===== src/rtl/score_pkg.sv =====
// ---------------------------------------------------------------------------
// score_pkg
// Shared constants, slot encoding and BCD helpers for score_counter and its
// bcd_digit_counter sub-module.
//   BCD_W             width of one BCD digit
//   SCORE_MAX_ONES/TENS  digit values at which the score saturates (99)
//   ANODE_SLOTn       active-low one-hot anode pattern for scan slot n
//   ANODE_BLANK       all anodes off
// ---------------------------------------------------------------------------
package score_pkg;

  localparam int BCD_W = 4;

  localparam logic [BCD_W-1:0] BCD_DIGIT_MAX  = 4'd9;
  localparam logic [BCD_W-1:0] SCORE_MAX_ONES = 4'd9;
  localparam logic [BCD_W-1:0] SCORE_MAX_TENS = 4'd9;

  localparam logic [7:0] ANODE_SLOT0 = 8'b1111_1110;
  localparam logic [7:0] ANODE_SLOT1 = 8'b1111_1101;
  localparam logic [7:0] ANODE_SLOT2 = 8'b1111_1011;
  localparam logic [7:0] ANODE_SLOT3 = 8'b1111_0111;
  localparam logic [7:0] ANODE_BLANK = 8'hFF;

  // Scan slots; the high-score slots are only visited in the high-score build.
  typedef enum logic [1:0] {
    SLOT_ONES      = 2'd0,
    SLOT_TENS      = 2'd1,
    SLOT_HIGH_ONES = 2'd2,
    SLOT_HIGH_TENS = 2'd3
  } slot_e;

  // Two-digit BCD value plus one, {tens, ones}. Caller guarantees value < 99.
  function automatic logic [2*BCD_W-1:0] bcd2_inc(input logic [2*BCD_W-1:0] v);
    logic [2*BCD_W-1:0] r;
    if (v[BCD_W-1:0] == BCD_DIGIT_MAX) begin
      r = {v[2*BCD_W-1:BCD_W] + 4'd1, 4'd0};
    end else begin
      r = {v[2*BCD_W-1:BCD_W], v[BCD_W-1:0] + 4'd1};
    end
    return r;
  endfunction

  // Anode pattern shown while a given slot is active.
  function automatic logic [7:0] slot_anode(input slot_e s);
    logic [7:0] a;
    case (s)
      SLOT_ONES:      a = ANODE_SLOT0;
      SLOT_TENS:      a = ANODE_SLOT1;
      SLOT_HIGH_ONES: a = ANODE_SLOT2;
      SLOT_HIGH_TENS: a = ANODE_SLOT3;
      default:        a = ANODE_BLANK;
    endcase
    return a;
  endfunction

endpackage


===== src/rtl/bcd_digit_counter.sv =====
// ---------------------------------------------------------------------------
// bcd_digit_counter
// One BCD digit (0..9) with synchronous clear, parallel load and increment.
// Priority: clear > load > inc > hold. Carry pulses combinationally on the
// increment that wraps 9 -> 0, for chaining into the next digit.
//   clk, rst_n   clock, asynchronous active-low reset (digit -> 0)
//   clear        synchronous clear to 0
//   load         load load_val (used when the digit acts as a plain register)
//   load_val     value to load
//   inc          increment by one
//   digit        registered digit value
//   carry        wrap-around carry out
// ---------------------------------------------------------------------------
module bcd_digit_counter
  import score_pkg::*;
(
  input  logic             clk,
  input  logic             rst_n,
  input  logic             clear,
  input  logic             load,
  input  logic [BCD_W-1:0] load_val,
  input  logic             inc,
  output logic [BCD_W-1:0] digit,
  output logic             carry
);

  logic [BCD_W-1:0] digit_r;
  logic [BCD_W-1:0] digit_next_s;

  // Next-digit selection by priority.
  always_comb begin
    digit_next_s = digit_r;
    if (clear) begin
      digit_next_s = 4'd0;
    end else if (load) begin
      digit_next_s = load_val;
    end else if (inc) begin
      if (digit_r == BCD_DIGIT_MAX) begin
        digit_next_s = 4'd0;
      end else begin
        digit_next_s = digit_r + 4'd1;
      end
    end else begin
      digit_next_s = digit_r;
    end
  end

  // Digit storage.
  always_ff @(posedge clk or negedge rst_n) begin
    if (!rst_n) begin
      digit_r <= 4'd0;
    end else begin
      digit_r <= digit_next_s;
    end
  end

  assign carry = inc & ~clear & ~load & (digit_r == BCD_DIGIT_MAX);
  assign digit = digit_r;

endmodule


===== src/rtl/score_counter.sv =====
// ---------------------------------------------------------------------------
// score_counter
// Two-digit saturating BCD score keeper (0..99) with a time-multiplexed
// seven-segment scan output.
// Optional feature macro: SCORE_COUNTER_HIGH_SCORE_EN -- adds a high-score
// register (survives clear, cleared only by reset) and two extra scan slots.
//   SCAN_DIV               clock cycles per scan slot (>= 2)
//   score_counter_clk      system clock
//   score_counter_rst_n    asynchronous active-low reset
//   score_counter_eat      food-eaten level; each rising edge counts once
//   score_counter_clear    synchronous new-game clear (level)
//   score_counter_ones     score units digit (BCD)
//   score_counter_tens     score tens digit (BCD)
//   score_counter_max      high while score is 99
//   score_counter_digit    digit value for the current scan slot
//   score_counter_anode    active-low one-hot anode vector for that slot
// ---------------------------------------------------------------------------
module score_counter
  import score_pkg::*;
#(
  parameter int SCAN_DIV = 100000
) (
  input  logic             score_counter_clk,
  input  logic             score_counter_rst_n,
  input  logic             score_counter_eat,
  input  logic             score_counter_clear,
  output logic [BCD_W-1:0] score_counter_ones,
  output logic [BCD_W-1:0] score_counter_tens,
  output logic             score_counter_max,
  output logic [BCD_W-1:0] score_counter_digit,
  output logic [7:0]       score_counter_anode
);

  localparam int                PRESC_W    = $clog2(SCAN_DIV);
  localparam logic [PRESC_W-1:0] PRESC_LAST = PRESC_W'(SCAN_DIV - 1);
  localparam logic [PRESC_W-1:0] PRESC_ONE  = PRESC_W'(1);
`ifdef SCORE_COUNTER_HIGH_SCORE_EN
  localparam slot_e LAST_SLOT = SLOT_HIGH_TENS;
`else
  localparam slot_e LAST_SLOT = SLOT_TENS;
`endif

  logic               eat_q_r;
  logic               inc_s;
  logic               at_max_s;
  logic               inc_eff_s;
  logic               ones_carry_s;
  logic               tens_carry_unused_s;
  logic [BCD_W-1:0]   ones_s;
  logic [BCD_W-1:0]   tens_s;
  logic [2*BCD_W-1:0] score_s;
  logic [2*BCD_W-1:0] score_inc_s;
  logic [2*BCD_W-1:0] score_next_s;
  logic               max_r;
  logic [BCD_W-1:0]   high_ones_s;
  logic [BCD_W-1:0]   high_tens_s;

  logic [PRESC_W-1:0] presc_r;
  logic               slot_tc_s;
  slot_e              slot_r;
  slot_e              next_slot_s;
  logic [BCD_W-1:0]   digit_sel_s;
  logic [BCD_W-1:0]   digit_r;
  logic [7:0]         anode_r;

  // Eat edge detector; keeps sampling during clear, so a coincident edge is lost.
  always_ff @(posedge score_counter_clk or negedge score_counter_rst_n) begin
    if (!score_counter_rst_n) begin
      eat_q_r <= 1'b0;
    end else begin
      eat_q_r <= score_counter_eat;
    end
  end

  assign inc_s     = score_counter_eat & ~eat_q_r;
  assign at_max_s  = (tens_s == SCORE_MAX_TENS) && (ones_s == SCORE_MAX_ONES);
  assign inc_eff_s = inc_s & ~score_counter_clear & ~at_max_s;

  bcd_digit_counter u_ones (
    .clk      (score_counter_clk),
    .rst_n    (score_counter_rst_n),
    .clear    (score_counter_clear),
    .load     (1'b0),
    .load_val (4'd0),
    .inc      (inc_eff_s),
    .digit    (ones_s),
    .carry    (ones_carry_s)
  );

  // Tens never carries: the increment is gated off at 99.
  bcd_digit_counter u_tens (
    .clk      (score_counter_clk),
    .rst_n    (score_counter_rst_n),
    .clear    (score_counter_clear),
    .load     (1'b0),
    .load_val (4'd0),
    .inc      (ones_carry_s),
    .digit    (tens_s),
    .carry    (tens_carry_unused_s)
  );

  assign score_s     = {tens_s, ones_s};
  assign score_inc_s = bcd2_inc(score_s);

  // Score value the digit counters take at the coming edge.
  always_comb begin
    score_next_s = score_s;
    if (score_counter_clear) begin
      score_next_s = 8'h00;
    end else if (inc_eff_s) begin
      score_next_s = score_inc_s;
    end else begin
      score_next_s = score_s;
    end
  end

  // Saturation flag registered in step with the score digits.
  always_ff @(posedge score_counter_clk or negedge score_counter_rst_n) begin
    if (!score_counter_rst_n) begin
      max_r <= 1'b0;
    end else begin
      max_r <= (score_next_s == {SCORE_MAX_TENS, SCORE_MAX_ONES});
    end
  end

`ifdef SCORE_COUNTER_HIGH_SCORE_EN
  logic high_load_s;
  logic high_ones_carry_unused_s;
  logic high_tens_carry_unused_s;

  // Score only rises by increments, so a new high can only appear on one.
  // BCD pairs compare correctly as plain unsigned bytes.
  assign high_load_s = inc_eff_s & (score_inc_s > {high_tens_s, high_ones_s});

  bcd_digit_counter u_high_ones (
    .clk      (score_counter_clk),
    .rst_n    (score_counter_rst_n),
    .clear    (1'b0),
    .load     (high_load_s),
    .load_val (score_inc_s[BCD_W-1:0]),
    .inc      (1'b0),
    .digit    (high_ones_s),
    .carry    (high_ones_carry_unused_s)
  );

  bcd_digit_counter u_high_tens (
    .clk      (score_counter_clk),
    .rst_n    (score_counter_rst_n),
    .clear    (1'b0),
    .load     (high_load_s),
    .load_val (score_inc_s[2*BCD_W-1:BCD_W]),
    .inc      (1'b0),
    .digit    (high_tens_s),
    .carry    (high_tens_carry_unused_s)
  );
`else
  assign high_ones_s = 4'd0;
  assign high_tens_s = 4'd0;
`endif

  // Scan prescaler: 0..SCAN_DIV-1, wrapping.
  always_ff @(posedge score_counter_clk or negedge score_counter_rst_n) begin
    if (!score_counter_rst_n) begin
      presc_r <= '0;
    end else if (presc_r == PRESC_LAST) begin
      presc_r <= '0;
    end else begin
      presc_r <= presc_r + PRESC_ONE;
    end
  end

  assign slot_tc_s = (presc_r == PRESC_LAST);

  // Slot that the next terminal count moves to.
  always_comb begin
    next_slot_s = slot_r;
    if (slot_r == LAST_SLOT) begin
      next_slot_s = SLOT_ONES;
    end else begin
      next_slot_s = slot_e'(slot_r + 2'd1);
    end
  end

  // Digit value for the incoming slot, sampled once at slot entry.
  always_comb begin
    digit_sel_s = 4'd0;
    case (next_slot_s)
      SLOT_ONES:      digit_sel_s = ones_s;
      SLOT_TENS:      digit_sel_s = tens_s;
      SLOT_HIGH_ONES: digit_sel_s = high_ones_s;
      SLOT_HIGH_TENS: digit_sel_s = high_tens_s;
      default:        digit_sel_s = 4'd0;
    endcase
  end

  // Slot, digit and anode load on the same edge so they never disagree.
  always_ff @(posedge score_counter_clk or negedge score_counter_rst_n) begin
    if (!score_counter_rst_n) begin
      slot_r  <= SLOT_ONES;
      digit_r <= 4'd0;
      anode_r <= ANODE_SLOT0;
    end else if (slot_tc_s) begin
      slot_r  <= next_slot_s;
      digit_r <= digit_sel_s;
      anode_r <= slot_anode(next_slot_s);
    end else begin
      slot_r  <= slot_r;
      digit_r <= digit_r;
      anode_r <= anode_r;
    end
  end

  assign score_counter_ones  = ones_s;
  assign score_counter_tens  = tens_s;
  assign score_counter_max   = max_r;
  assign score_counter_digit = digit_r;
  assign score_counter_anode = anode_r;

endmodule


===== config.mk =====
export PLATFORM = sky130hd
export DESIGN_NAME = score_counter
export DESIGN_NICKNAME = d
export VERILOG_FILES = /design/src/rtl/score_pkg.sv /design/src/rtl/bcd_digit_counter.sv /design/src/rtl/score_counter.sv
export SDC_FILE = /design/constraint.sdc
export NUM_CORES = 1
export LEC_CHECK = 0
export ABC_AREA = 1
export CAP_MARGIN = 20
export CORE_ASPECT_RATIO = 1.4
export CORE_MARGIN = 5
export CORE_UTILIZATION = 59
export CTS_CLUSTER_DIAMETER = 60
export CTS_CLUSTER_SIZE = 10
export DETAILED_ROUTE_END_ITERATION = 12
export HOLD_SLACK_MARGIN = 0.15
export PLACE_DENSITY = 0.84
export SYNTH_ARGS = -nofsm -noshare
export SYNTH_HDL_FRONTEND = slang
export SYNTH_SLANG_ARGS = --single-unit

===== constraint.sdc =====
create_clock -name score_counter_clk -period 2.2 [get_ports score_counter_clk]
set_input_delay 0.44 -clock score_counter_clk [delete_from_list [all_inputs] [get_ports score_counter_clk]]
set_output_delay 0.44 -clock score_counter_clk [all_outputs]
set_load 0.02 [all_outputs]

Yosys cells after proc, flatten, opt, wreduce, memory -nomap -nowiden
Index checks and enable logic that the tools add are counted.
- bits in registers: 41
- latch bits: 0
- RAM bits: 0
- bits in read-only memories: 0
- input port bits: 4
- output and inout bits: 21
- word-level logic and storage cells: 46
- memories: 0
- $add $sub $neg: 4
- multipliers: 0
- div/mod/pow operators: 0
- order comparisons: 0
- equality and inequality tests: 8
- shift operators: 0
- muxes and demuxes: 13
- bitwise gates (word level): 8
- reductions and logical operators: 5
- operators with widths (cell ; number):
    case mux 8 bit (4 select lines) ; 1
    two-way mux 4 bit ; 6
    two-way mux 8 bit ; 3
    adder 17 x 1 -> 17 bit (second input constant) ; 1
    == test 17 bit (second input constant) ; 1
    two-way mux 17 bit ; 1
    case mux 4 bit (3 select lines) ; 1
    adder 4 x 1 -> 4 bit (second input constant) ; 2
    == test 4 bit (second input constant) ; 2
    == test 8 bit (second input constant) ; 1
    AND 1 bit ; 5
    == test 2 x 1 -> 1 bit (second input constant) ; 2
    == test 2 bit (second input constant) ; 2
    nonzero test 2 bit ; 2
    NOT 1 bit ; 3
    adder 2 x 1 -> 2 bit (second input constant) ; 1
    logical NOT 2 bit ; 1
    two-way mux 2 bit ; 1
    OR reduction 2 bit ; 1
    logical AND 1 bit ; 1

Longest topological paths before layout
- depth after elaboration: 8
- mapped depth: 10
- mapped depth without buffers: 10

Cells and area by module
Synthesis repeated with hierarchy kept, for this count alone.
- cell total of the unflattened synthesis: 316
- area, all modules: 2273.4 um2
- by module, submodules not included (module ; times used ; cells an instance ; area an instance (um2) ; sequential area each (um2)):
    score_counter ; 1 ; 216 ; 1615.3 ; 729.4
    bcd_digit_counter ; 2 ; 50 ; 329.1 ; 100.1

Worst setup path after synthesis
OpenSTA, ideal clock, no wires.
- path kind: reg2reg
- start point: reg u_tens.digit_r[1], in the netlist u_tens.digit[1]
- end point: reg max_r, in the netlist score_counter_max
- setup time: 0.071 ns
- arrival time: 1.419 ns
- required time: 2.129 ns
- path slack: 0.710 ns
- stages on the path, launching flop included: 11
- buffers on the path: 0
- clock period less this slack: 1.490 ns
- cell sequence: dfrtp_1 inv_1 ha_1 nand2_1 nor2_1 nand2_4 nand2_2 nand3_1 nand2_2 nand3_1 nor2_1
- cells in the longest elaborated chain, start to end: 7
- elaborated cells between the ends (all ways): 9
- those cells by class: add/sub (1); eq/ne (2); mux (3); bitwise (2); reduce/logical (1)
- RTL lines (what ; RTL line ; RTL):
    start, declared ; bcd_digit_counter.sv:27 ; logic [BCD_W-1:0] digit_r;
    start signal, assigned ; bcd_digit_counter.sv:53 ; digit_r <= digit_next_s;
    branches (longest 4 deep; another with adder 4 x 1 -> 4 bit) ; n/a ;
    two-way mux 8 bit * ; score_counter.sv:110 ; end else if (inc_eff_s) begin
    two-way mux 8 bit * ; score_counter.sv:108 ; if (score_counter_clear) begin
    == test 8 bit * ; score_counter.sv:122 ; max_r <= (score_next_s == {SCORE_MAX_TENS, SCORE_MAX_ONES});
    end signal, assigned ; score_counter.sv:122 ;
    end, declared ; score_counter.sv:54 ; logic max_r;
Every way passes the cells marked *.
A chain may end at the register's enable or synchronous reset.

Worst setup path after layout
- start point: reg u_ones.digit_r[2], in the netlist u_ones.digit[2]
- end point: out score_counter_ones[2]
- RTL lines (what ; RTL line ; RTL):
    start, declared ; bcd_digit_counter.sv:27 ;
    start signal, assigned ; bcd_digit_counter.sv:53 ;
    end, declared ; score_counter.sv:27 ; output logic [BCD_W-1:0] score_counter_ones,
No word-level cell between the ends.

==> out/metrics.cfg <==
[synthesis]
synth_compound_area_frac=0.0356
synth_mux_area_frac=0
synth_top_family_by_area=simple AND/OR/NAND/NOR gates
yosysWarningCount=0
avgSynthCellArea_um2=8.19
synth-adder-area-share=0.0307
synth_seq_cells=37
yosys.area.top_type=dfrtp_1
yosysTopAreaCellShare=0.417
synth-xor-area-share=0.0558
ys_types=31
synth.yosys.seq_area_share=0.456
syn_area_um2=2040
ys_top_cells_by_area=dfrtp_1, nand2_1, inv_1
synth_cells=249
synth-simple-area-share=0.320

[critical_path]
cp-start-kind=register
worstPathCellList=clkdlybuf4s50_1
crit_type=reg -> out
rrSetupSlack_ns=0.46
worstPathRequired_ns=1.76
r2r-start=presc_r[0]$_DFF_PN0_
r2r-end=score_counter_anode[2]$_DFFE_PN1N_
worstPathArrival_ns=1.50
crit_buf_inv=1
critPathSlowestCell=clkdlybuf4s50_1
slowest_delay_ns=0.67
crit_fanout=8
r2r_cells=8
crit_family=buffers and inverters
crit_path_end_kind=output port

[global_routing]
grt-ovfl-total=0
grt_usage=0.216
grt_pass1_vias=1783
grt_max_degree=38
grt_pass1_wl_mm=7.69
antenna_found_initial=0

[timing]
hold_viol_final=0
final_max_slew_viol_count=0
max_freq_mhz=514
setup_violations=0
finClkSkew_ns=0.00817
finalCritPeriodShare=0.884
setup_ws_ns=0.256
rsz0062_at_grt=false
fin_crit_ns=1.94
relSlewSlack=0.465
worst_pin_slew_ns=0.803
setup_tns_ns=0

[drt]
vias_per_cell=5.33
avgRoutedWirePerCell_um=13.8
firstDrtPassIters=4
vias=1675
post-route-drc-count=0
drt_iter0_drc=83
wirelength_mm=4.33
ant_nets=0

[final_layout]
fin_cells=314
seqCellArea_um2=930
area_delta_synth_final_pct=15.0
drive_above_1_share=0.120
fill_cells=262
final_cell_area_um2=2340
antenna_cells=0
multi_input_area_um2=917
final_cell_mix=nand2_1, inv_1, nor2_1
final_common_cell=nand2_1
layout.nets=282

[power_and_ir_drop]
power_density_nw_per_um2=539
pwr-share-clk=0.416
p_comb_frac=0.040
power_mw=1.26
leakage_nw=1.19
p_seq_frac=0.545
switchingPower_uw=284
peakVddDrop_mv=0.442
p_int_uw=980
p_sw_frac=0.225

[floorplan]
core_um2=3350
start_util=0.609
die_h_um=79.6
die-width_um=59.7
row_count=25
boundaryPins=25
dieArea_um2=4750

[cts]
post-cts-setup-buffer-count=0
cts-resized-gates=0
cts_buffer_depth=2
worstSkewPairLatency_ns=0.29
worst_setup_hold_path_clk_slew_ns=0.07
clock_sinks=37
htreeDepth=2
cts_tree=yes
cts_made_buffers=5
hold_buffers=0
root_buffer=clkbuf_8

[placement]
place_ws_ns=0.310
placed_cell_area_um2=2240
gp_congestion=0.832
dp_cells=306
dp_hpwl_mm=3.22
portBuffers=20

[worst_hold_path]
hold_path.class=in -> async

[run]
drv_cap=0

[outcome]
status=finished, final reports clean

-- Yosys cell counts (all sizes together) --
cell type / number
nor2: 41
dfrtp: 34
o21bai: 1
or2: 1
dfstp: 3
inv: 38
a21oi: 3
o21ai: 6
xor2: 11
o211ai: 1
nand4: 5
nand3: 27
clkinv: 2
ha: 5
buf: 6
xnor2: 2
nand2: 53
nor3: 7
conb: 1
o22ai: 2
-- state kept, by name, summed over array words and instances (netlist names) --
signal / cells
presc_r: 17
score_counter_anode: 4
score_counter_max: 1
u_tens.digit: 4
slot_r: 2
u_ones.digit: 4
score_counter_digit: 4
eat_q_r: 1
-- cell families (layout without fill, tap and decap cells) --
family	count (synthesis)	in the layout
other	1	4
and+or+nand+nor	134	134
AOI/OAI and AO/OA	13	13
buffers and inverters	46	68
xor gates and xnor gates	13	13
adders and majority gates	5	5
DFF	37	37
-- per-layer routing --
layer | global-route usage | wire length, um | up-vias | part of all wire
met5 | 0 | 0 | - | 0
met3 | 0.0485 | 217 | 13 | 0.050
met2 | 0.384 | 2410 | 53 | 0.56
li1 | - | - | 815 | -
met1 | 0.235 | 1580 | 794 | 0.37
met4 | 0.0976 | 119 | 0 | 0.027
-- final cells by class --
cell class,count,share of cell area
clock inverter,1,0.00213
multi-input combinational,169,0.391
sequential,37,0.396
inverter,40,0.0646
clock buffer,7,0.0411
tap,40,0.0213
timing repair buffer,20,0.0832
-- power by group through the flow --
stage	logic, mW	registers, mW	clock network (mW)
after floorplan	0.0261	0.703	0
after global placement	0.0495	0.702	0
after detailed placement	0.0507	0.702	0
after CTS	0.0510	0.689	0.528
after global routing	0.0563	0.689	0.559
final	0.0500	0.688	0.526
-- per-stage QoR --
stage | hold slack (ns) | util
2_1_floorplan | 0.144 | -
6_report | 0.231 | 0.701
3_3_place_gp | 0.427 | 0.670
3_5_place_dp | 0.438 | 0.670
5_1_grt | 0.296 | 0.701
4_1_cts | 0.259 | 0.701
-- how the worst max path moves through the flow --
| stage | startpoint | to | slack (ns) | depth (start not counted) |
|---|---|---|---|---|
| finish | u_ones.digit[2]$_DFFE_PN0P_ | score_counter_ones[2] | 0.26 | 1 |
| global route | u_ones.digit[2]$_DFFE_PN0P_ | score_counter_ones[2] | 0.18 | 1 |
| CTS | u_ones.digit[2]$_DFFE_PN0P_ | score_counter_ones[2] | 0.27 | 1 |
| detailed placement | score_counter_clear | score_counter_max$_DFF_PN0_ | 0.31 | 9 |
| global placement | score_counter_clear | score_counter_max$_DFF_PN0_ | 0.34 | 9 |
| floorplan | u_tens.digit[1]$_DFFE_PN0P_ | score_counter_max$_DFF_PN0_ | 0.71 | 10 |
(Power assumes the default switching activity.)
